## config.mk

```make
export PLATFORM = sky130hd
export DESIGN_NAME = cmd_sequencer
export DESIGN_NICKNAME = d
export VERILOG_FILES = /design/src/rtl/cmd_sequencer.sv
export SDC_FILE = /design/constraint.sdc
export NUM_CORES = 1
export LEC_CHECK = 0
export ABC_CLOCK_PERIOD_IN_PS = 5300
export BUFFER_PORTS_ARGS = -buffer_cell sky130_fd_sc_hd__buf_4
export CAP_MARGIN = 20
export CORE_AREA = 2 2 92 68
export CTS_BUF_LIST = sky130_fd_sc_hd__clkbuf_2 sky130_fd_sc_hd__clkbuf_4 sky130_fd_sc_hd__clkbuf_8
export DETAILED_ROUTE_END_ITERATION = 12
export DIE_AREA = 0 0 94 70
export PLACE_DENSITY = 0.8
export SLEW_MARGIN = 25
export SYNTH_ARGS = -nofsm -noshare
export SYNTH_HDL_FRONTEND = slang
export SYNTH_SLANG_ARGS = --single-unit
```

## constraint.sdc

```tcl
create_clock -name clk -period 5.3 [get_ports clk]
set_clock_uncertainty 0.05 [all_clocks]
set_input_delay 0.265 -clock clk [delete_from_list [all_inputs] [get_ports clk]]
set_output_delay 0.265 -clock clk [all_outputs]
set_load 0.005 [all_outputs]
```

## src/rtl/cmd_sequencer.sv

```systemverilog
// cmd_sequencer
//   Upstream feeder for command_processor. Host command/parameter bytes are
//   accepted over a valid/ready handshake into a small FIFO. Each complete
//   command is then replayed onto the processor's 8-bit command bus as an
//   unbroken burst: the opcode word, then its parameter words on consecutive
//   cycles, then GAP_CYCLES idle cycles. A command is issued only once all of
//   its words are buffered, so a burst is never interrupted.
//
// Parameters
//   DEPTH       FIFO entries (power of two, >= 4)
//   GAP_CYCLES  idle cycles (en=0) after the last word of a command (>= 1)
//
// Ports
//   clk         system clock
//   rst_n       asynchronous active-low reset
//   in_data     host word: opcode {x, cmd[1:0], param[4:0]}, parameter {xxx, param[4:0]}
//   in_valid    in_data valid
//   in_ready    FIFO can accept (level != DEPTH)
//   cmd_out     registered command bus {en, cmd[1:0], param[4:0]}
//   busy        burst in progress or FIFO not empty
//   level       current FIFO occupancy
//   drop_count  saturating count of discarded invalid head words
//               (present only when CMDSEQ_DROP_COUNT_EN is defined)
//
// Build option: define CMDSEQ_DROP_COUNT_EN to add the drop_count output.

module cmd_sequencer #(
    parameter int DEPTH      = 8,
    parameter int GAP_CYCLES = 1
) (
    input  logic                     clk,
    input  logic                     rst_n,
    input  logic [7:0]               in_data,
    input  logic                     in_valid,
    output logic                     in_ready,
    output logic [7:0]               cmd_out,
    output logic                     busy,
    output logic [$clog2(DEPTH):0]   level
`ifdef CMDSEQ_DROP_COUNT_EN
    ,
    output logic [7:0]               drop_count
`endif
);

    localparam int AW = $clog2(DEPTH);
    localparam int LW = AW + 1;
    localparam int GW = $clog2(GAP_CYCLES + 1);

    typedef enum logic [1:0] {
        WAIT  = 2'd0,
        ISSUE = 2'd1,
        GAP   = 2'd2
    } state_t;

    state_t          state, state_nxt;
    logic [6:0]      mem [DEPTH];
    logic [AW-1:0]   wr_ptr, rd_ptr;
    logic [1:0]      remaining, remaining_nxt;
    logic [GW-1:0]   gap_cnt, gap_cnt_nxt;
    logic [7:0]      cmd_nxt;
    logic            push, pop, discard;
    logic [6:0]      head;
    logic [LW-1:0]   head_len;

    // Bit 7 of the host word carries no meaning and is not stored.
    logic            unused_in_bit7;
    assign unused_in_bit7 = in_data[7];

    assign head     = mem[rd_ptr];
    assign in_ready = (level != LW'(DEPTH));
    assign push     = in_valid && in_ready;
    assign busy     = (state != WAIT) || (level != '0);

    // Total words (opcode + parameters) of the command at the FIFO head.
    always_comb begin
        head_len = '0;
        case (head[6:5])
            2'b01:   head_len = (head[4:0] == 5'h1F) ? LW'(1) : LW'(2);
            2'b10,
            2'b11:   head_len = LW'(4);
            default: head_len = '0;
        endcase
    end

    always_comb begin
        state_nxt     = state;
        remaining_nxt = remaining;
        gap_cnt_nxt   = gap_cnt;
        cmd_nxt       = 8'h00;
        pop           = 1'b0;
        discard       = 1'b0;
        case (state)
            WAIT: begin
                if ((level != '0) && (head[6:5] == 2'b00)) begin
                    pop     = 1'b1;
                    discard = 1'b1;
                end else if ((level != '0) && (level >= head_len)) begin
                    // Whole command is buffered: start the burst.
                    cmd_nxt = {1'b1, head[6:0]};
                    pop     = 1'b1;
                    if (head_len == LW'(1)) begin
                        state_nxt   = GAP;
                        gap_cnt_nxt = GW'(GAP_CYCLES);
                    end else begin
                        state_nxt     = ISSUE;
                        remaining_nxt = (head_len == LW'(2)) ? 2'd1 : 2'd3;
                    end
                end
            end
            ISSUE: begin
                // Completeness was checked in WAIT, so the head is always valid here.
                cmd_nxt       = {3'b100, head[4:0]};
                pop           = 1'b1;
                remaining_nxt = remaining - 2'd1;
                if (remaining == 2'd1) begin
                    state_nxt   = GAP;
                    gap_cnt_nxt = GW'(GAP_CYCLES);
                end
            end
            GAP: begin
                gap_cnt_nxt = gap_cnt - GW'(1);
                if (gap_cnt == GW'(1)) begin
                    state_nxt = WAIT;
                end
            end
            default: state_nxt = WAIT;
        endcase
    end

    // FIFO storage holds data only and is not reset.
    always_ff @(posedge clk) begin
        if (push) begin
            mem[wr_ptr] <= in_data[6:0];
        end
    end

    always_ff @(posedge clk or negedge rst_n) begin
        if (!rst_n) begin
            state     <= WAIT;
            remaining <= '0;
            gap_cnt   <= '0;
            cmd_out   <= 8'h00;
            wr_ptr    <= '0;
            rd_ptr    <= '0;
            level     <= '0;
        end else begin
            state     <= state_nxt;
            remaining <= remaining_nxt;
            gap_cnt   <= gap_cnt_nxt;
            cmd_out   <= cmd_nxt;
            if (push) begin
                wr_ptr <= wr_ptr + AW'(1);
            end
            if (pop) begin
                rd_ptr <= rd_ptr + AW'(1);
            end
            case ({push, pop})
                2'b10:   level <= level + LW'(1);
                2'b01:   level <= level - LW'(1);
                default: level <= level;
            endcase
        end
    end

`ifdef CMDSEQ_DROP_COUNT_EN
    always_ff @(posedge clk or negedge rst_n) begin
        if (!rst_n) begin
            drop_count <= 8'h00;
        end else if (discard && (drop_count != 8'hFF)) begin
            drop_count <= drop_count + 8'h01;
        end
    end
`else
    logic unused_discard;
    assign unused_discard = discard;
`endif

endmodule

```

==> flow_summary.yaml <==
run_status:
  status: "complete, no violations"
detailed_routing:
  first_pass_iters: 4
  wl_per_cell_um: 18.63
  finalWirelength_um: 6035
  ant_nets: 0
  drt_iter0_markers: 119
  drc: 0
  vias: 1836
  via_per_inst: 5.667
critical_path:
  worstReg2RegEnd: "level[3]"
  reg2reg_depth: 17
  max_stage_delay_ns: 0.67
  startpoint: "rd_ptr[0]"
  startpoint_type: "register"
  endpoint: "level[3]"
  cp_common_cell: "ha_1"
  rr_startpoint: "rd_ptr[0]"
  critPathKind: "reg -> reg"
  cp-end-kind: "register"
  required_ns: 5.48
  critPathSlowestCell: "mux4_1"
  ff2ff_setup_slack_ns: 0.60
  path_cells: "mux4_1 -> mux2i_4 -> nor2b_2 -> nand3_2 -> inv_2 -> ha_1 -> nand2b_1 -> a211o_1 -> a211oi_1 -> a21oi_4 -> ha_1 -> ha_1 -> a21o_1 -> a21oi_1 -> xnor2_1 -> nor2_1 -> xor2_1"
  cp_max_fo: 8
  crit_arrival_ns: 4.88
yosys:
  synth_edf_count: 56
  yosysTopAreaCell: "edfxtp_1"
  synthesis.nets: 226
  synthFlopType: "edfxtp_1"
  ys_seq_area_share_pct: 66.20
  synth_top_area_share_pct: 49.32
  yosys_warnings: 0
  synth_cell_types: 45
  postSynthCellCount: 205
  yosys_register_bits: 79
  syn_avg_cell_area_um2: 16.63
  async_reset_ff_share_pct: 29.11
  synth_area_leaders: "edfxtp_1 49%, dfrtp_1 17%, mux4_2 5.3%"
  netlist_area_mm2: 0.003410
timing:
  setup_viol: 0
  final_hold_viol_count: 0
  final.min_clock_period_ns: 4.701
  slew_viol_final: 0
  tightest_slew_ns: 0.8224
  period_share_pct: 88.69
  rsz0062_at_grt: "false"
  fin_tns_setup_ns: 0
  slew_headroom_pct: 44.97
  fmax_mhz: 212.7
grt:
  grt.overflow.total: 0
  antenna_found_initial: 0
  grt_pass1_vias: 1788
  grt_max_degree: 24
  grt_pass1_wl_um: 9666
  grtUsageTotal_pct: 20.74
floorplan:
  initial_core_util_pct: 58.23
  die_area_mm2: 0.006580
  chipHeight_um: 70
  row_count: 24
  die_w_um: 94
  design.core.area_mm2: 0.005856
  ios: 25
finish:
  antenna_cells: 0
  drive_above_1_share_pct: 27.64
  num-fill-cells: 402
  nNetsFinal: 262
  utilization_pct: 66.50
  area_growth_syn_to_layout_pct: 14.20
  layout_common_cells: "56 x edfxtp_1, 31 x buf_4, 23 x dfrtp_1"
  final_common_cell: "edfxtp_1"
clocking:
  htreeDepth: 3
  root_buffer: "clkbuf_8"
  postCtsSetupRepairBufs: 0
  cts_buffer_depth: 2
  clk_pin_slew_ns: 0.07
  clk_latency_ns: 0.35
  cts_num_sinks: 79
  cts_buffers: 9
  cts_tree: "yes"
power:
  pwr-share-clk_pct: 17.2
  pwr-share-seq_pct: 40.7
  p_per_area_mw_per_mm2: 601.3
  internal-power_mw: 1.499
  swShare_pct: 35.98
  vdd_drop_max_v: 0.0003838
  p_switching_mw: 0.8423
  combPwrFrac_pct: 42.1
  p_leak_nw: 1.482
place:
  gp_congestion: 0.7967
  port_buffers: 23
  hpwl_um: 4157
worst_hold_path:
  hold_path.class: "in -> reg"
  hold_depth: 1
run:
  drv_cap: 0
-- registers in the layout, indices dropped and copies added (netlist names) --
name       cells
wr_ptr         3
state          2
mem           56
level          4
cmd_out        8
remaining      2
gap_cnt        1
rd_ptr         3
-- power groups by stage --
stage          Combinational, mW  Clock, mW  Sequential (mW)
2_1_floorplan              0.768          0            0.903
3_3_place_gp               0.948          0            0.959
3_5_place_dp               0.991          0            0.969
4_1_cts                    0.999      0.412            0.955
5_1_grt                     1.09      0.438            0.976
6_report                   0.986      0.403            0.953
-- layer usage --
metal / part of all wire (%) / GRT usage [%]
met3: 6.2 / 8.846
met4: 1.5 / 5.636
met1: 46 / 29.31
met2: 47 / 30.00
met5: 0 / 0
-- layout make-up --
cell class | count | area [um^2] | share of cell area [%]
inverters | 9 | 33.78 | 0.8676
flip-flops and latches | 79 | 2257 | 57.97
clock inverters | 5 | 31.28 | 0.8033
well taps | 78 | 97.59 | 2.506
multi-input cells | 110 | 1080 | 27.73
clock buffers | 11 | 151.4 | 3.888
repair buffers | 32 | 242.7 | 6.234
-- critical path: cells and delay by family (launching register included) --
kind	cells	cell delay, ns
mux	2	0.96
flops	1	0.60
compound gates	5	1.24
buf+inv	1	0.12
simple gates	4	0.57
fa+ha+maj	3	0.75
xor+xnor	2	0.27
-- stage by stage --
step / worst slack [ns] / instances / area (um^2) / power [mW] / hold slack, ns
floorplan: 1.204 / 205 / 3410 / 1.671 / -0.08059
global placement: 0.6989 / 307 / 3696 / 1.908 / 0.1238
detailed placement: 0.6009 / 307 / 3701 / 1.960 / 0.1266
CTS: 0.5699 / 324 / 3894 / 2.366 / 0.07530
global route: 0.3110 / 324 / 3894 / 2.507 / 0.07874
finish: 0.5994 / 324 / 3894 / 2.341 / 0.09070
-- synth_stat cells (2+ instances only) --
library cell and count:
edfxtp_1 56, dfrtp_1 23, nor3_1 11, nor2_1 10, ha_1 9, inv_1 8, mux4_2 8, mux4_1 6
nand2_1 6, mux2i_1 5, a21oi_1 4, nand2b_1 4, nand3_1 4, o21ai_1 4, xnor2_1 4, xor2_1 4
a211o_1 2, a21o_1 2, a31oi_1 2, buf_2 2, buf_4 2, clkbuf_1 2, mux2_2 2, mux2i_4 2
nor4_1 2, o21ai_0 2
-- worst min path at each step --
stage,from,to
final,in_data[2],mem[0][2]
after global routing,in_data[0],mem[0][0]
after CTS,in_data[2],mem[0][2]
after detailed placement,rst_n,level[2]
after global placement,rst_n,level[2]
after floorplan,rst_n,cmd_out[0]
-- timing repair --
action                                 in CTS  in global routing
hold buffers                                1                  0
resized for setup                           0                  0
endpoints found under the hold margin      23                  0
-- logic make-up after synthesis --
group	synth area share, %
DFF	66.20
and+or+nand+nor	6.789
AOI/OAI and AO/OA	4.991
muxes	13.80
buffers and inverters	2.275
adders and majority gates	3.890
xor gates and xnor gates	2.055
(Power assumes the default switching activity.)
